## config.mk

```make
export PLATFORM = sky130hd
export DESIGN_NAME = mdc_arbiter_flat
export DESIGN_NICKNAME = d
export VERILOG_FILES = /design/src/rtl/mdc_arbiter_if.sv /design/src/rtl/mdc_arbiter.sv /design/src/flat_wrapper.sv
export SDC_FILE = /design/constraint.sdc
export NUM_CORES = 1
export LEC_CHECK = 0
export CAP_MARGIN = 20
export CORE_MARGIN = 1
export CORE_UTILIZATION = 45
export DETAILED_ROUTE_END_ITERATION = 12
export DONT_BUFFER_PORTS = 1
export SLEW_MARGIN = 20
export SYNTH_ARGS = -nofsm -noshare
export SYNTH_HDL_FRONTEND = slang
export SYNTH_SLANG_ARGS = --single-unit
```

## constraint.sdc

```tcl
create_clock -name clk_i -period 3.4 [get_ports clk_i]
set_clock_uncertainty 0.05 [all_clocks]
set_input_delay 1.02 -clock clk_i [delete_from_list [all_inputs] [get_ports clk_i]]
set_output_delay 1.02 -clock clk_i [all_outputs]
set_load 0.02 [all_outputs]
```

## src/rtl/mdc_arbiter_if.sv

```systemverilog
// Client request/response buses plus the link to the shared mdc GCD unit.
// slave = arbiter side, master = requesters, response consumer and mdc unit.
interface mdc_arbiter_if #(
  parameter int NUM_REQ = 4
);
  localparam int IW = $clog2(NUM_REQ);

  logic [NUM_REQ-1:0]   req_valid_i;
  logic [NUM_REQ-1:0]   req_ready_o;
  logic [NUM_REQ*8-1:0] req_x_i;
  logic [NUM_REQ*8-1:0] req_y_i;
  logic                 rsp_valid_o;
  logic                 rsp_ready_i;
  logic [IW-1:0]        rsp_id_o;
  logic [7:0]           rsp_dt_o;
  logic                 rsp_err_o;
  logic                 mdc_enb_o;
  logic [7:0]           mdc_dtx_o;
  logic [7:0]           mdc_dty_o;
  logic [7:0]           mdc_dt_i;
  logic                 mdc_busy_i;

  modport slave (
    input  req_valid_i, req_x_i, req_y_i, rsp_ready_i, mdc_dt_i, mdc_busy_i,
    output req_ready_o, rsp_valid_o, rsp_id_o, rsp_dt_o, rsp_err_o,
           mdc_enb_o, mdc_dtx_o, mdc_dty_o
  );

  modport master (
    output req_valid_i, req_x_i, req_y_i, rsp_ready_i, mdc_dt_i, mdc_busy_i,
    input  req_ready_o, rsp_valid_o, rsp_id_o, rsp_dt_o, rsp_err_o,
           mdc_enb_o, mdc_dtx_o, mdc_dty_o
  );
endinterface

```

## src/rtl/mdc_arbiter.sv

```systemverilog
// Round-robin sequencer sharing one mdc GCD unit among NUM_REQ requesters; one
// transaction in flight, watchdog converts a stalled unit into an error response.
module mdc_arbiter #(
  parameter int NUM_REQ = 4,
  parameter int TIMEOUT = 1023
) (
  input  logic         clk_i,
  input  logic         rstn_i,
  mdc_arbiter_if.slave bus
);
  localparam int IW = $clog2(NUM_REQ);
  // One spare count so the compare cannot wrap when TIMEOUT is all-ones.
  localparam int CW = $clog2(TIMEOUT + 2);
  localparam logic [IW:0]   NR   = (IW+1)'(NUM_REQ);
  localparam logic [IW-1:0] LAST = IW'(NUM_REQ - 1);
  localparam logic [CW-1:0] TO   = CW'(TIMEOUT);

  typedef enum logic [2:0] {IDLE, ISSUE, WAIT_BUSY, WAIT_DONE, RESP} state_t;

  state_t        state_q;
  logic [IW-1:0] ptr_q;
  logic [IW-1:0] id_q;
  logic [7:0]    x_q;
  logic [7:0]    y_q;
  logic [7:0]    dt_q;
  logic          err_q;
  logic          enb_q;
  logic          rsp_vld_q;
  logic [CW-1:0] cnt_q;
  logic [CW-1:0] cnt_d;
  logic [IW-1:0] ptr_d;
  logic          timeout_hit;
  logic          grant_found;
  logic [IW-1:0] grant_idx;
  logic [IW:0]   cand;

  always_comb begin
    grant_found = 1'b0;
    grant_idx   = '0;
    cand        = '0;
    for (int k = 0; k < NUM_REQ; k++) begin
      cand = {1'b0, ptr_q} + (IW+1)'(k);
      if (cand >= NR) cand = cand - NR;
      if (!grant_found && bus.req_valid_i[cand[IW-1:0]]) begin
        grant_found = 1'b1;
        grant_idx   = cand[IW-1:0];
      end
    end
  end

  always_comb begin
    bus.req_ready_o = '0;
    if (state_q == IDLE && grant_found) bus.req_ready_o[grant_idx] = 1'b1;
  end

  assign ptr_d       = (grant_idx == LAST) ? '0 : grant_idx + 1'b1;
  assign cnt_d       = cnt_q + 1'b1;
  assign timeout_hit = (cnt_d >= TO);

  always_ff @(posedge clk_i or negedge rstn_i) begin
    if (!rstn_i) begin
      state_q   <= IDLE;
      ptr_q     <= '0;
      id_q      <= '0;
      x_q       <= '0;
      y_q       <= '0;
      dt_q      <= '0;
      err_q     <= 1'b0;
      enb_q     <= 1'b0;
      rsp_vld_q <= 1'b0;
      cnt_q     <= '0;
    end else begin
      case (state_q)
        IDLE: begin
          if (grant_found) begin
            x_q     <= bus.req_x_i[{grant_idx, 3'b000} +: 8];
            y_q     <= bus.req_y_i[{grant_idx, 3'b000} +: 8];
            id_q    <= grant_idx;
            ptr_q   <= ptr_d;
            enb_q   <= 1'b1;
            state_q <= ISSUE;
          end
        end
        ISSUE: begin
          cnt_q   <= '0;
          state_q <= WAIT_BUSY;
        end
        WAIT_BUSY: begin
          cnt_q <= cnt_d;
          if (bus.mdc_busy_i) begin
            enb_q   <= 1'b0;
            state_q <= WAIT_DONE;
          end else if (timeout_hit) begin
            enb_q     <= 1'b0;
            dt_q      <= '0;
            err_q     <= 1'b1;
            rsp_vld_q <= 1'b1;
            state_q   <= RESP;
          end
        end
        WAIT_DONE: begin
          cnt_q <= cnt_d;
          // Completion is checked first so it wins a tie with the watchdog.
          if (!bus.mdc_busy_i) begin
            dt_q      <= bus.mdc_dt_i;
            err_q     <= 1'b0;
            rsp_vld_q <= 1'b1;
            state_q   <= RESP;
          end else if (timeout_hit) begin
            dt_q      <= '0;
            err_q     <= 1'b1;
            rsp_vld_q <= 1'b1;
            state_q   <= RESP;
          end
        end
        RESP: begin
          if (bus.rsp_ready_i) begin
            rsp_vld_q <= 1'b0;
            state_q   <= IDLE;
          end
        end
        default: state_q <= IDLE;
      endcase
    end
  end

  assign bus.rsp_valid_o = rsp_vld_q;
  assign bus.rsp_id_o    = id_q;
  assign bus.rsp_dt_o    = dt_q;
  assign bus.rsp_err_o   = err_q;
  assign bus.mdc_enb_o   = enb_q;
  assign bus.mdc_dtx_o   = x_q;
  assign bus.mdc_dty_o   = y_q;
endmodule

```

## src/flat_wrapper.sv

```systemverilog
// flat-port wrapper written by rule: the top's interface ports become plain ports
module mdc_arbiter_flat 
#(
  parameter int NUM_REQ = 4,
  parameter int TIMEOUT = 1023
)
  (clk_i, rstn_i, bus_req_valid_i, bus_req_x_i, bus_req_y_i, bus_rsp_ready_i, bus_mdc_dt_i, bus_mdc_busy_i, bus_req_ready_o, bus_rsp_valid_o, bus_rsp_id_o, bus_rsp_dt_o, bus_rsp_err_o, bus_mdc_enb_o, bus_mdc_dtx_o, bus_mdc_dty_o);
  mdc_arbiter_if #(.NUM_REQ(NUM_REQ)) bus_i ();
  input  logic clk_i;
  input  logic rstn_i;
  input wire logic [$bits(bus_i.req_valid_i)-1:0] bus_req_valid_i;
  input wire logic [$bits(bus_i.req_x_i)-1:0] bus_req_x_i;
  input wire logic [$bits(bus_i.req_y_i)-1:0] bus_req_y_i;
  input wire logic [$bits(bus_i.rsp_ready_i)-1:0] bus_rsp_ready_i;
  input wire logic [$bits(bus_i.mdc_dt_i)-1:0] bus_mdc_dt_i;
  input wire logic [$bits(bus_i.mdc_busy_i)-1:0] bus_mdc_busy_i;
  output wire logic [$bits(bus_i.req_ready_o)-1:0] bus_req_ready_o;
  output wire logic [$bits(bus_i.rsp_valid_o)-1:0] bus_rsp_valid_o;
  output wire logic [$bits(bus_i.rsp_id_o)-1:0] bus_rsp_id_o;
  output wire logic [$bits(bus_i.rsp_dt_o)-1:0] bus_rsp_dt_o;
  output wire logic [$bits(bus_i.rsp_err_o)-1:0] bus_rsp_err_o;
  output wire logic [$bits(bus_i.mdc_enb_o)-1:0] bus_mdc_enb_o;
  output wire logic [$bits(bus_i.mdc_dtx_o)-1:0] bus_mdc_dtx_o;
  output wire logic [$bits(bus_i.mdc_dty_o)-1:0] bus_mdc_dty_o;
  assign bus_i.req_valid_i = bus_req_valid_i;
  assign bus_i.req_x_i = bus_req_x_i;
  assign bus_i.req_y_i = bus_req_y_i;
  assign bus_i.rsp_ready_i = bus_rsp_ready_i;
  assign bus_i.mdc_dt_i = bus_mdc_dt_i;
  assign bus_i.mdc_busy_i = bus_mdc_busy_i;
  assign bus_req_ready_o = bus_i.req_ready_o;
  assign bus_rsp_valid_o = bus_i.rsp_valid_o;
  assign bus_rsp_id_o = bus_i.rsp_id_o;
  assign bus_rsp_dt_o = bus_i.rsp_dt_o;
  assign bus_rsp_err_o = bus_i.rsp_err_o;
  assign bus_mdc_enb_o = bus_i.mdc_enb_o;
  assign bus_mdc_dtx_o = bus_i.mdc_dtx_o;
  assign bus_mdc_dty_o = bus_i.mdc_dty_o;
  mdc_arbiter #(.NUM_REQ(NUM_REQ), .TIMEOUT(TIMEOUT)) u_core (.clk_i(clk_i), .rstn_i(rstn_i), .bus(bus_i));
endmodule
```

== Word level (Yosys, flattened, before mapping) ==
Index checks and enable logic that the tools add are counted.

* Muxes and demuxes: 48
* Eq/ne operators: 9
* Shift operators: 2
* $lt $le $gt $ge: 11
* Reduce and logical (&&, ||, !) cells: 19
* $add $sub $neg: 9

{| class="wikitable"
|+ Operators with widths
! operator !! number
|-
| 32-bit by 6-bit indexed part select with 8-bit output || 2
|-
| 8-bit 2-to-1 mux || 3
|-
| 11-bit one-hot mux with 2 select lines || 1
|-
| 1-bit 2-to-1 mux || 19
|-
| 2-bit 2-to-1 mux || 9
|-
| 8-bit one-hot mux with 2 select lines || 1
|-
| 2-bit by 3-bit less-than comparator with 1-bit output, second input constant || 5
|-
| 3-bit 2-to-1 mux || 5
|-
| 3-bit one-hot mux with 5 select lines || 1
|-
| 11-bit by 1-bit adder with 11-bit output, second input constant || 1
|-
| 11-bit by 10-bit greater-or-equal comparator with 1-bit output, second input constant || 1
|-
| 3-bit greater-or-equal comparator, second input constant || 3
|-
| 1-bit binary-select mux with 2-bit select || 4
|-
| 2-bit by 1-bit subtractor with 2-bit output, second input constant || 4
|-
| 2-bit by 2-bit adder with 3-bit output, second input constant || 2
|-
| 3-bit by 2-bit == test with 1-bit output, second input constant || 2
|-
| 2-bit AND reduction || 3
|-
| 3-bit AND reduction || 2
|-
| 2-bit nonzero test || 3
|-
| 1-bit logical AND || 5
|-
| 4-bit 2-to-1 mux || 1
|-
| 2-bit != test, second input constant || 2
|-
| 1-bit one-hot mux with 2 select lines || 2
|-
| 2-bit by 1-bit adder with 3-bit output, second input constant || 1
|-
| other kinds (14) || 16
|}

* Word-level logic and storage cells: 108
* Output and inout bits: 33
* Bits in registers: 45

== Logic depth before layout (Yosys ltp) ==
Gate-level depths: netlist (run 1).

* Depth after elaboration: 19
* Mapped depth: 9
* Depth with buffers taken out: 7

== Least setup slack after synthesis (run 1) ==
No wires, ideal clock.

* Path kind: input-to-output
* From: in bus_req_valid_i[0]
* To: out bus_req_ready_o[3]
* Required time: 2,330 ps
* Arrival time: 2,273 ps
* Slack: 57 ps
* Stages on the path: 9
* Path through: inv_1 > o221ai_1 > o21ai_0 > o21ai_0 > buf_2 > buf_4 > inv_1 > ha_1 > and3_1

* Cells in the longest elaborated chain, start to end: 17
* Elaborated cells on any way between the ends: 29
* Those cells by class: order compare: 2; mux: 19; reduce/logical: 8

{| class="wikitable"
|+ RTL lines
! element !! line !! RTL
|-
| from (decl) || flat_wrapper.sv:11 || <nowiki>input wire logic [$bits(bus_i.req_valid_i)-1:0] bus_req_valid_i;</nowiki>
|-
| 1-bit binary-select mux with 2-bit select || mdc_arbiter.sv:44 || <nowiki>if (!grant_found && bus.req_valid_i[cand[IW-1:0]]) begin</nowiki>
|-
| 1-bit 2-to-1 mux (implied by the code) || mdc_arbiter.sv:44 ||
|-
| 1-bit 2-to-1 mux || mdc_arbiter.sv:44 ||
|-
| 1-bit zero test || mdc_arbiter.sv:44 ||
|-
| 1-bit logical AND || mdc_arbiter.sv:44 ||
|-
| 1-bit 2-to-1 mux || mdc_arbiter.sv:44 ||
|-
| 1-bit zero test || mdc_arbiter.sv:44 ||
|-
| 1-bit logical AND || mdc_arbiter.sv:44 ||
|-
| (+2 left out) || -- ||
|-
| 1-bit logical AND || mdc_arbiter.sv:44 ||
|-
| 2-bit 2-to-1 mux (*) || mdc_arbiter.sv:44 ||
|-
| named net u_core.grant_idx[0] || mdc_arbiter.sv:34 || <nowiki>logic [IW-1:0] grant_idx;</nowiki>
|-
| 2-bit by 3-bit less-than comparator with 1-bit output (implied by the code) / 2-bit by 1-bit greater-or-equal comparator with 1-bit output (equally long branches) || mdc_arbiter.sv:53 || <nowiki>if (state_q == IDLE && grant_found) bus.req_ready_o[grant_idx] = 1'b1;</nowiki>
|-
| 1-bit logical AND (implied by the code) || mdc_arbiter.sv:53 ||
|-
| 1-bit 2-to-1 mux (implied by the code) || mdc_arbiter.sv:53 ||
|-
| 1-bit demux with 2-bit select (*) || -- ||
|-
| 4-bit 2-to-1 mux (*) || mdc_arbiter.sv:53 ||
|-
| to (decl) || flat_wrapper.sv:17 || <nowiki>output wire logic [$bits(bus_i.req_ready_o)-1:0] bus_req_ready_o;</nowiki>
|}

Mark *: on every way through the listed nets, which the timed path passes. The rest lies on a longest branch. The select of a mux whose other input is x is not followed.

== Worst setup path in the final report (run 1) ==
Same ends and word-level chain as after synthesis.

==> results.sh, run 1 <==
export IMPL_status="complete, no violations"
export IMPL_path_clk_slew_ps=80
export IMPL_required_ps=2330
export IMPL_port_buffers=0
export IMPL_die_h_um=80.4
export IMPL_hpwl_mm=4.41
export IMPL_maxSlewHeadroom_pct=54.7
export IMPL_synth_avg_cell_area_um2=9.83
export IMPL_gr_total_overflow=0
export IMPL_finalNetCount=359
export IMPL_via_per_inst=5.95
export IMPL_antenna_found_initial=0
export IMPL_layout_min_cycle_time_ps=3230
export IMPL_async_reset_ff_share_pct=100
export IMPL_setup_viol=0
export IMPL_powerDensity_mw_per_mm2=869
export IMPL_hold_violations=0
export IMPL_syn_area_mm2=0.00276
export IMPL_rsz0062_at_grt="false"
export IMPL_synth_edff_count=0
export IMPL_ys_warn_count=0
export IMPL_critPathKind="input port to primary output"
export IMPL_maxCapViolations=0
export IMPL_r2r_worst_path_cells=7
export IMPL_crit_buf_inv=2
export IMPL_worst_pin_slew_ps=677
export IMPL_grt_pass1_wl_mm=9.27
export IMPL_place_gp_congestion=0.722
export IMPL_netlist_top_cells_count="dfrtp_1 (45), nand2_1 (44), mux2i_1 (33)"
export IMPL_htreeDepth=2
export IMPL_ys_flop_type="dfrtp_1"
export IMPL_tns_ps=0
export IMPL_track_usage_pct=18.9
export IMPL_yosys_area_top_type_share_pct=40.8
export IMPL_drt_iter0_drc=79
export IMPL_antenna_diode_count=0
export IMPL_max_stage_delay_ps=300
export IMPL_cp_data_arrival_time_ps=2160
export IMPL_drive_above_1_share_pct=12.4
export IMPL_p_leak_uw=0.00134
export IMPL_cts_setup_buffers=0
export IMPL_fillCellCount=563
export IMPL_rows=28
export IMPL_cts_buffers=5
export IMPL_io_pins=113
export IMPL_vias=2078
export IMPL_cp_max_fo=4
export IMPL_root_buffer="clkbuf_8"
export IMPL_total_power_uw=2460
export IMPL_fmax_ghz=0.310
export IMPL_dieArea_mm2=0.00646
export IMPL_cp_depth=7
export IMPL_grt_max_degree=46
export IMPL_endpoint_kind="primary output"
export IMPL_postSynthNetCount=367
export IMPL_yosysSeqAreaShare_pct=40.8
export IMPL_critPathSlowestCell="o21ai_0"
export IMPL_fin_cells=349
export IMPL_cts_resized=0
export IMPL_routed_wl_mm=5.99
export IMPL_cts_sinks=45
export IMPL_crit_family="compound AO/OA/AOI/OAI gates"
export IMPL_start_util_pct=46.7
export IMPL_wire_per_inst_um=17.2
export IMPL_syn_to_final_growth_pct=2.54
export IMPL_cp_start_kind="input port"
export IMPL_postRouteAntennaNets=0
export IMPL_die_x_um=80.4
export IMPL_yosys_area_top_type="dfrtp_1"
export IMPL_drc=0
export IMPL_path_cells="inv_1 > o22ai_1 > o21ai_0 > o21ai_4 > inv_1 > ha_1 > and3_1"
export IMPL_cts_tree="yes"
export IMPL_synth_distinct_cells=50
export IMPL_drv_slew=0
export IMPL_crit_path_frequent_cell="inv_1"
export IMPL_clock_latency_ps=290
export IMPL_synth_seq_cells=45
export IMPL_vdd_drop_max_uv=420
export IMPL_yosys_top_cells_area="dfrtp_1 (41%), mux2i_1 (12%), nand2_1 (6.0%)"
export IMPL_synthesis_instances=281
export IMPL_dp_cells=341
export IMPL_hold_buffers=0
export IMPL_cts_path_max_buffers=2
export IMPL_hp_class="input port to asynchronous set/reset pin"
export IMPL_grt_pass1_vias=1981
export IMPL_dr_pass1_iters=4
export IMPL_yosys_cell_count_top_type="dfrtp_1"
export IMPL_core_area_mm2=0.00592
export IMPL_post_route_period_util_pct=95.0
## logic make-up (layout without fill, tap and decap cells)
logic type | count (synthesis) | after routing | share of synthesized area (%)
flip-flops | 45 | 45 | 40.8
XOR/XNOR | 6 | 6 | 2.17
adder cells (fa/ha/maj) | 6 | 6 | 2.72
buffers and inverters | 26 | 19 | 6.20
AND/OR/NAND/NOR | 89 | 89 | 15.9
multiplexers | 34 | 34 | 12.4
AO/OA/AOI/OAI | 75 | 75 | 19.9
## final cells by class
| type | count | area, µm² | area share, % |
|---|---|---|---|
| Clock inverter | 1 | 7.51 | 0.265 |
| Inverter | 8 | 30.0 | 1.06 |
| Timing Repair Buffer | 3 | 22.5 | 0.795 |
| Tap cell | 75 | 93.8 | 3.31 |
| Multi-Input combinational cell | 210 | 1480 | 52.1 |
| Clock buffer | 7 | 76.3 | 2.69 |
| Sequential cell | 45 | 1130 | 39.8 |
## placed cells by master (no fill, tap or decap), types with 3 or more instances in the layout
cell type  synthesis  layout
dfrtp_1           45      45
nand2_2            4       4
buf_4              7       3
clkbuf_8           0       5
nor2_1            13      13
a22oi_1            8       8
o21ai_0           19      18
mux2i_1           33      33
nand3_1            5       5
ha_1               6       6
and3_1             5       5
inv_1              8       8
nand2_1           44      44
xor2_1             3       3
a21oi_1            6       6
o221ai_1          17      17
o21ai_2            9       9
## sequential cells by signal (all words and copies together), names as in the netlist
name and flops:
u_core.bus.rsp_err_o 1, u_core.cnt_q 11, u_core.bus.rsp_id_o 2, u_core.bus.mdc_dtx_o 8
u_core.bus.mdc_enb_o 1, u_core.state_q 3, u_core.bus.rsp_dt_o 8, u_core.bus.mdc_dty_o 8
u_core.ptr_q 2, u_core.bus.rsp_valid_o 1
## per-layer routing
metal | wire length (µm) | global-route usage (%) | share of wire, %
met5 | 0 | 0 | 0
met4 | 61 | 5.36 | 1.0
met3 | 441 | 5.00 | 7.4
met2 | 2950 | 32.3 | 49
met1 | 2530 | 23.3 | 42
## per-stage QoR
stage	setup slack, ps	hold slack (ps)	cell area [µm²]	util (%)
after global placement	252	470	2750	46.4
after floorplan	57.0	442	2760	-
after global routing	64.7	342	2830	47.8
final	169	364	2830	47.8
after detailed placement	179	488	2750	46.4
after CTS	174	350	2830	47.8
## final timing paths
path,slack [ps],endpoint,startpoint
max,170,bus_req_ready_o[3],bus_req_valid_i[0]
min,360,u_core.bus.mdc_dtx_o[6],rstn_i
max reg2reg,1120,u_core.state_q[0],u_core.cnt_q[0]
min reg2reg,500,u_core.cnt_q[4],u_core.cnt_q[4]
max in group asynchronous,2850,u_core.bus.mdc_dtx_o[1],rstn_i
min in group clk_i,500,u_core.cnt_q[4],u_core.cnt_q[4]
## power breakdown
part / leakage (µW) / total, µW / switching (µW) / internal [µW]
clock network: 0.0000385 / 319 / 173 / 146
logic: 0.000755 / 1020 / 591 / 429
registers: 0.000546 / 1120 / 388 / 735
Note: power is estimated with default switching activity, not from simulation.
==> inputs of run 2 (changes only) <==
--- a/config.mk
+++ b/config.mk
@@ -6,6 +6,7 @@
 export NUM_CORES = 1
 export LEC_CHECK = 0
 export CAP_MARGIN = 20
+export CORE_ASPECT_RATIO = 1.25
 export CORE_MARGIN = 1
 export CORE_UTILIZATION = 45
 export DETAILED_ROUTE_END_ITERATION = 12
==> results.sh, run 2 (synthesis results as in run 1) <==
export IMPL_critPathKind="input port to primary output"
export IMPL_max_stage_delay_ps=290
export IMPL_path_cells="inv_1 > o22ai_1 > o21ai_0 > o21ai_4 > inv_1 > ha_1 > and3_1"
export IMPL_postRouteAntennaNets=0
export IMPL_vdd_drop_max_uv=377
export IMPL_die_x_um=72.1
export IMPL_cp_max_fo=4
export IMPL_top_register="u_core.cnt_q"
export IMPL_root_buffer="clkbuf_8"
export IMPL_antenna_diode_count=0
export IMPL_cp_data_arrival_time_ps=2140
export IMPL_drt_iter0_drc=61
export IMPL_setup_viol=0
export IMPL_core_area_mm2=0.00586
export IMPL_postPlaceCellArea_mm2=0.00276
export IMPL_final_area_mm2=0.00285
export IMPL_maxCapViolations=0
export IMPL_r2r_worst_path_cells=7
export IMPL_maxSlewHeadroom_pct=58.3
export IMPL_cp_depth=7
export IMPL_post_route_period_util_pct=94.5
export IMPL_antenna_found_initial=0
export IMPL_syn_to_final_growth_pct=3.08
export IMPL_powerDensity_mw_per_mm2=866
export IMPL_crit_buf_inv=2
export IMPL_multiInputGateArea_mm2=0.00148
export IMPL_tns_ps=0
export IMPL_final_cell_mix="dfrtp_1 (45), nand2_1 (44), mux2i_1 (33), o21ai_0 (18), o221ai_1 (17)"
export IMPL_drive_above_1_share_pct=13.1
export IMPL_ff_latch_area_mm2=0.00113
export IMPL_status="complete, no violations"
export IMPL_largest_reg_flops=11
export IMPL_critPathLaunch="bus_req_valid_i[2]"
export IMPL_endpoint_kind="primary output"
export IMPL_p_leak_uw=0.00135
export IMPL_cts_path_max_buffers=2
export IMPL_cts_buffers=5
export IMPL_crit_path_frequent_cell="inv_1"
export IMPL_dieArea_mm2=0.00646
export IMPL_place_gp_congestion=0.764
export IMPL_fin_util_pct=48.6
export IMPL_path_clk_slew_ps=90
export IMPL_r2r_end="u_core.state_q[0]"
export IMPL_via_per_inst=5.82
export IMPL_vias=2072
export IMPL_hpwl_mm=4.18
export IMPL_final_common_cell="dfrtp_1"
export IMPL_cts_setup_buffers=0
export IMPL_cts_tree="yes"
export IMPL_wire_per_inst_um=15.9
export IMPL_port_buffers=0
export IMPL_grt_max_degree=46
export IMPL_grt_pass1_wl_mm=8.31
export IMPL_routed_wl_mm=5.67
export IMPL_finalNetCount=359
export IMPL_fmax_ghz=0.311
export IMPL_drc=0
export IMPL_cp_endpoint="bus_req_ready_o[3]"
export IMPL_worst_pin_slew_ps=623
export IMPL_r2r_start="u_core.cnt_q[0]"
export IMPL_layout_min_cycle_time_ps=3210
export IMPL_cts_resized=0
export IMPL_gr_total_overflow=0
export IMPL_track_usage_pct=16.8
export IMPL_fillCellCount=576
export IMPL_cts_sinks=45
export IMPL_crit_family="compound AO/OA/AOI/OAI gates"
export IMPL_grt_pass1_vias=1800
export IMPL_required_ps=2330
export IMPL_r2r_setup_slack_ps=1170
export IMPL_dr_pass1_iters=4
export IMPL_htreeDepth=2
export IMPL_rsz0062_at_grt="false"
export IMPL_drv_slew=0
export IMPL_total_power_uw=2470
export IMPL_hold_violations=0
export IMPL_hold_buffers=0
export IMPL_rows=31
export IMPL_start_util_pct=47.2
export IMPL_io_pins=113
export IMPL_die_h_um=89.6
export IMPL_critPathSlowestCell="o21ai_0"
export IMPL_hp_class="input port to asynchronous set/reset pin"
export IMPL_cp_start_kind="input port"
export IMPL_clock_latency_ps=300
[run 2: changes by cell type in the layout (fill, tap and decap cells not counted), sizes merged]
cell and change:
clkbuf -2, clkinv +1, inv +1
[run 2: through the flow]
stage          std cells  hold WS, ps  worst slack [ps]
2_1_floorplan        281          442              57.0
3_3_place_gp         348          461               224
3_5_place_dp         348          488               185
4_1_cts              356          338               177
5_1_grt              356          329              60.4
6_report             356          357               187
[run 2: where the power goes]
group / internal, µW / leakage, µW / switching [µW]
clock network: 146 / 0.0000445 / 192
logic: 427 / 0.000755 / 570
registers: 734 / 0.000546 / 395
total: 1310 / 0.00135 / 1160
[run 2: routing by layer]
layer | GRT usage [%] | vias to the layer above | share of wire, %
met5 | 0 | - | 0
met2 | 30.8 | 77 | 51
met1 | 19.2 | 983 | 42
met4 | 5.35 | 0 | 1.1
met3 | 4.35 | 6 | 6.4
li1 | - | 1006 | -
[run 2: how the worst min path moves through the flow]
stage	from	endpoint	slack, ps	cells past startpoint
6_report	rstn_i	u_core.cnt_q[9]	360	0
5_1_grt	rstn_i	u_core.cnt_q[8]	330	0
4_1_cts	rstn_i	u_core.bus.rsp_dt_o[6]	340	0
3_5_place_dp	u_core.cnt_q[4]	u_core.cnt_q[4]	490	1
3_3_place_gp	u_core.cnt_q[4]	u_core.cnt_q[4]	460	1
2_1_floorplan	u_core.ptr_q[0]	u_core.ptr_q[0]	440	2
[run 2: final cells by class]
cell class,count,share of cell area (%)
Multi-Input combinational cell,210,51.8
Tap cell,82,3.60
Timing Repair Buffer,3,0.791
Sequential cell,45,39.5
Clock buffer,5,2.42
Inverter,8,1.05
Clock inverter,3,0.747
[run 2: worst register-to-register path, cell delays in order (launching register included)]
cell and delay [ps]:
dfrtp_1 440, ha_1 270, and2_1 250, nor4b_1 280
o21ai_0 110, a211o_1 320, nand2_2 300, o22ai_2 100
==> inputs of run 3 (changes only) <==
--- a/config.mk
+++ b/config.mk
@@ -5,6 +5,7 @@
 export SDC_FILE = /design/constraint.sdc
 export NUM_CORES = 1
 export LEC_CHECK = 0
+export ABC_AREA = 1
 export CAP_MARGIN = 20
 export CORE_ASPECT_RATIO = 1.25
 export CORE_MARGIN = 1
==> results.sh, run 3 <==
export IMPL_status="complete, no violations"
export IMPL_yosys_cell_count_top_type="nand2_1"
export IMPL_antenna_found_initial=0
export IMPL_synthesis_instances=458
export IMPL_synth_compound_area_share_pct=4.03
export IMPL_port_buffers=0
export IMPL_root_buffer="clkbuf_8"
export IMPL_synth_mux_area_share_pct=0
export IMPL_vias=2761
export IMPL_fin_util_pct=50.3
export IMPL_ys_warn_count=0
export IMPL_drive_above_1_share_pct=10.5
export IMPL_hold_violations=0
export IMPL_gr_usage_met1_pct=24.0
export IMPL_setup_viol=0
export IMPL_dr_pass1_iters=4
export IMPL_endpoint_kind="primary output"
export IMPL_ys_flop_type="dfrtp_1"
export IMPL_wire_per_inst_um=12.7
export IMPL_hold_buffers=0
export IMPL_rows=33
export IMPL_synthSimpleGateAreaFrac_pct=45.1
export IMPL_syn_to_final_growth_pct=8.64
export IMPL_worst_pin_slew_ps=405
export IMPL_cts_path_max_buffers=2
export IMPL_yosys_area_top_type_share_pct=37.0
export IMPL_synth_edff_count=0
export IMPL_final_common_cell="nand2_1"
export IMPL_fmax_ghz=0.304
export IMPL_postSynthNetCount=544
export IMPL_globalRouteMet2Util_pct=36.2
export IMPL_rsz0062_at_grt="false"
export IMPL_cp_start_kind="input port"
export IMPL_cts_buffers=5
export IMPL_via_per_inst=4.99
export IMPL_path_clk_slew_ps=100
export IMPL_yosys_area_top_type="dfrtp_1"
export IMPL_antenna_diode_count=0
export IMPL_dp_slack_ps=52.8
export IMPL_hpwl_mm=5.35
export IMPL_setup_ws_ps=105
export IMPL_grt_pass1_wl_mm=11.1
export IMPL_synth_seq_cells=45
export IMPL_drt_iter0_drc=151
export IMPL_core_area_mm2=0.00657
export IMPL_io_pins=113
export IMPL_track_usage_pct=20.3
export IMPL_whs_ps=351
export IMPL_htreeDepth=2
export IMPL_maxSlewHeadroom_pct=73.0
export IMPL_clock_latency_ps=300
export IMPL_grt_pass1_vias=2500
export IMPL_cp_max_fo=5
export IMPL_yosys_top_cells_area="dfrtp_1 (37%), nand2_1 (27%), nand3_1 (6.1%)"
export IMPL_top_register="u_core.cnt_q"
export IMPL_required_ps=2330
export IMPL_dieArea_mm2=0.00709
export IMPL_netlist_top_cells_count="nand2_1 (220), inv_1 (47), dfrtp_1 (45)"
export IMPL_powerDensity_mw_per_mm2=1170
export IMPL_grt_max_degree=46
export IMPL_grt_busiest_layer="met2"
export IMPL_synth_avg_cell_area_um2=6.64
export IMPL_cts_sinks=45
export IMPL_critPathKind="input port to primary output"
export IMPL_largest_reg_flops=11
export IMPL_vdd_drop_max_uv=512
export IMPL_synthAdderAreaFrac_pct=2.47
export IMPL_layout_min_cycle_time_ps=3290
export IMPL_postRouteAntennaNets=0
export IMPL_tns_ps=0
export IMPL_place_gp_congestion=0.819
export IMPL_synth_xor_area_share_pct=1.73
export IMPL_met3_usage_pct=4.08
export IMPL_drc=0
export IMPL_final_cell_mix="nand2_1 (220), inv_1 (47), dfrtp_1 (44), nand3_1 (34), nor2_1 (24)"
export IMPL_drv_slew=0
export IMPL_hp_class="input port to asynchronous set/reset pin"
export IMPL_p_leak_uw=0.00179
export IMPL_synth_top_family_by_area="simple AND/OR/NAND/NOR gates"
export IMPL_start_util_pct=46.3
export IMPL_yosysSeqAreaShare_pct=37.0
export IMPL_syn_area_mm2=0.00304
export IMPL_gr_total_overflow=0
export IMPL_die_x_um=75.5
export IMPL_routed_wl_mm=7.02
export IMPL_async_reset_ff_share_pct=100
export IMPL_synth_distinct_cells=30
export IMPL_cp_data_arrival_time_ps=2220
export IMPL_finalNetCount=551
export IMPL_die_h_um=93.9
export IMPL_maxCapViolations=0
export IMPL_post_route_period_util_pct=96.9
export IMPL_cts_tree="yes"
==> run 3: cells by family (layout without fill, tap and decap cells) <==
group                    after synthesis  after routing
XOR/XNOR                               6              6
buffers and inverters                 63             71
adder cells (fa/ha/maj)                6              6
flip-flops                            45             45
AND/OR/NAND/NOR                      316            316
AO/OA/AOI/OAI                         22             22
==> run 3: layout make-up <==
type,count,area [µm²]
inverter,53,209
fill,708,3260
tap,87,109
sequential,45,1130
timing repair buffer,10,75.1
clock buffer,5,68.8
multi-input combinational,350,1670
clock inverter,3,46.3
==> run 3: timing repair <==
action / in CTS / in global routing
setup buffers: 0 / 0
setup endpoints to repair: 0 / 3
resized for setup: 0 / 4
==> run 3: power by group <==
group,switching [µW],leakage [µW],total (µW),internal [µW]
Clock,195,0.0000543,415,220
Combinational,1510,0.00117,2300,786
Sequential,403,0.000559,1170,764
==> run 3: metal layers <==
metal	share of wire (%)	vias to the layer above	routed length [µm]
met4	1.8	0	127
met5	0	-	0
met1	43	1221	3020
met2	50	93	3520
li1	-	1438	-
met3	5.1	9	357
==> run 3: path summary, 6_finish.rpt <==
kind                                        endpoint  cells past startpoint  slack [ps]               start
worst max-delay path              bus_req_ready_o[3]                     12         110  bus_req_valid_i[3]
worst min-delay path            u_core.bus.mdc_enb_o                      0         350              rstn_i
worst max register to register       u_core.ptr_q[0]                     13         970     u_core.ptr_q[0]
worst min register to register      u_core.cnt_q[10]                      2         470    u_core.cnt_q[10]
max in group asynchronous          u_core.state_q[1]                      0        2830              rstn_i
min in group clk_i                  u_core.cnt_q[10]                      2         470    u_core.cnt_q[10]
==> run 3: per-stage QoR <==
step,total power (µW),instances,area [µm²]
2_1_floorplan,3020,458,3070
3_3_place_gp,3450,545,3170
3_5_place_dp,3480,545,3170
4_1_cts,3910,553,3290
5_1_grt,4290,553,3300
6_report,3880,553,3300
==> run 3: critical path: stages <==
cell and delay, ps:
inv_1 60, nand2_1 100, nand3_2 110, nand2_2 110, nor2_8 140, nand3_1 80
nand3_1 110, nand2_4 90, inv_4 70, ha_1 130, inv_1 70, nor2_4 150
==> patch (config.mk and constraints of run 2) <==
`TIMEOUT` is set to 1023 in 2 places; all go to 511.
--- a/src/rtl/mdc_arbiter.sv
+++ b/src/rtl/mdc_arbiter.sv
@@ -2,7 +2,7 @@
 // transaction in flight, watchdog converts a stalled unit into an error response.
 module mdc_arbiter #(
   parameter int NUM_REQ = 4,
-  parameter int TIMEOUT = 1023
+  parameter int TIMEOUT = 511
 ) (
   input  logic         clk_i,
   input  logic         rstn_i,
--- a/src/flat_wrapper.sv
+++ b/src/flat_wrapper.sv
@@ -2,7 +2,7 @@
 module mdc_arbiter_flat 
 #(
   parameter int NUM_REQ = 4,
-  parameter int TIMEOUT = 1023
+  parameter int TIMEOUT = 511
 )
   (clk_i, rstn_i, bus_req_valid_i, bus_req_x_i, bus_req_y_i, bus_rsp_ready_i, bus_mdc_dt_i, bus_mdc_busy_i, bus_req_ready_o, bus_rsp_valid_o, bus_rsp_id_o, bus_rsp_dt_o, bus_rsp_err_o, bus_mdc_enb_o, bus_mdc_dtx_o, bus_mdc_dty_o);
   mdc_arbiter_if #(.NUM_REQ(NUM_REQ)) bus_i ();
Behaviour: same outputs for any inputs over 10 cycles, from zero or initial values and one cycle with rstn_i low; that may be too few to reach the edited logic, so the function may still have changed.
==> patch against run 2 <==
Wire length is 0.64% lower. Synthesized cell count is 3.2% lower. Count of clock-buffer cells in the layout stayed put. Clock power is 37% higher. Sequential cell count is 1 lower. Utilization is 1.8 points higher. Worst setup slack worse by 31 ps. Area after synthesis is 4.9% lower. Cell area is 2.4% lower. First-iteration DRC count is 120% higher. Combinational power is 3.7% lower. Final cell count is 6.7% lower. Power is 3.4% higher. Highest routed layer unchanged.
==> patch: results (changes against run 2) <==
Parameter                              Value

Logic synthesis
  Synthesized-area fraction occupied by adder cells ... 0.0286 (was 0.0272)
  Compound-gate portion of the synthesized area ... 0.202 (was 0.199)
  Synthesized-area fraction occupied by xor and xnor cells ... 0.00333 (was 0.0217)
  Post-synthesis average cell area ... 9.66 sq um (was 9.83 sq um)
  Post-synth top cells ... sky130_fd_sc_hd__dfrtp_1, sky130_fd_sc_hd__nand2_1, sky130_fd_sc_hd__mux2i_1 (unchanged)
  Netlist cell types ... 46 (was 50)
  Share of cell area taken by muxes after synthesis ... 0.130 (was 0.124)
  Synth area leaders ... sky130_fd_sc_hd__dfrtp_1, sky130_fd_sc_hd__mux2i_1, sky130_fd_sc_hd__nand2_1, sky130_fd_sc_hd__o21ai_0, sky130_fd_sc_hd__o221ai_1 (was sky130_fd_sc_hd__dfrtp_1, sky130_fd_sc_hd__mux2i_1, sky130_fd_sc_hd__nand2_1, sky130_fd_sc_hd__o221ai_1, sky130_fd_sc_hd__o21ai_0)

Global route
  Maximum number of pins on one net before global-route repair ... 45 (was 46)
  GRT Resource Usage Total ... 0.183 (was 0.168)
  Antenna violations before repair ... 0 (unchanged)
  Number of global-route vias before repair ... 1870 (was 1800)

Final layout
  Number of antenna repair diodes ... 0 (unchanged)
  Flip-flop count of the largest register, all copies and words added ... 10 (was 11)
  Filler cell count in the final layout ... 527 (was 576)

Pwr
  P_leak ... 1.20 nW (was 1.35 nW)

Route
  Via density per instance ... 6.21 (was 5.82)
  First-pass iteration count of the detailed router ... 5 (was 4)
  Wire length after detailed routing ... 5630 um (was 5670 um)
  Routed length per placed instance ... 17.0 um (was 15.9 um)
  Initial drt markers ... 133 (was 61)

Placement
  Placed wire-length estimate ... 4080 um (was 4180 um)
  Final Wtd Congestion ... 0.787 (was 0.764)

Critical path
  R2R Path End ... u_core.bus.rsp_dt_o[6] (was u_core.state_q[0])
  Longest individual stage delay on the worst path ... 550 ps (was 290 ps)
  Cell with the largest stage delay on the worst path ... sky130_fd_sc_hd__or4_4 (was sky130_fd_sc_hd__o21ai_0)

Outcome
  Outcome ... completed (unchanged)

STA
  Relative slew slack ... 0.446 (was 0.583)
[patch: power by group]
group	switching (mW)	internal, mW
clock network	0.174	0.289
logic	0.540	0.422
registers	0.400	0.725
total	1.11	1.44
[patch: final cells by class]
type                       count  area (sq um)  area share
clock buffer                   5          68.8      0.0248
clock inverter                 2          60.1      0.0216
inverter                       6          22.5     0.00810
multi-input combinational    208          1430       0.513
sequential                    44          1100       0.396
tap                           64          80.1      0.0288
timing repair buffer           3          22.5     0.00810
[patch: logic make-up (layout without fill, tap and decap cells)]
kind of cell	count (synthesis)	after routing
simple gates	93	93
buf+inv	20	16
xor+xnor	1	1
flops	44	44
compound gates	74	74
mux	34	34
fa+ha+maj	6	6
[patch: worst min path at each step]
stage / start / to / slack [ps] / depth (start not counted)
5_1_grt: rstn_i / u_core.bus.rsp_id_o[1] / 340 / 0
4_1_cts: rstn_i / u_core.bus.rsp_id_o[1] / 350 / 0
3_3_place_gp: u_core.cnt_q[9] / u_core.cnt_q[9] / 440 / 2
6_report: rstn_i / u_core.bus.rsp_dt_o[7] / 370 / 0
2_1_floorplan: u_core.cnt_q[9] / u_core.cnt_q[9] / 420 / 2
3_5_place_dp: u_core.cnt_q[9] / u_core.cnt_q[9] / 450 / 2
[patch: per-layer routing]
layer | global-route usage | vias up | wire length [um]
met1 | 0.217 | 979 | 2340
met3 | 0.0382 | 7 | 333
met5 | 0 | - | 0
li1 | - | 995 | -
met2 | 0.326 | 82 | 2870
met4 | 0.0618 | 0 | 92
[patch: metrics by stage]
stage / hold slack (ps) / area, sq um / worst slack, ps
2_1_floorplan: 420 / 2640 / -8.01
3_3_place_gp: 438 / 2650 / 162
3_5_place_dp: 448 / 2650 / 152
4_1_cts: 352 / 2780 / 152
5_1_grt: 344 / 2780 / 122
6_report: 366 / 2780 / 156
[patch: critical path: cells and delay by family]
| kind | cells | cell delay, ps |
|---|---|---|
| AND/OR/NAND/NOR | 4 | 930 |
| adder cells (fa/ha/maj) | 1 | 180 |
| buffers and inverters | 1 | 40 |
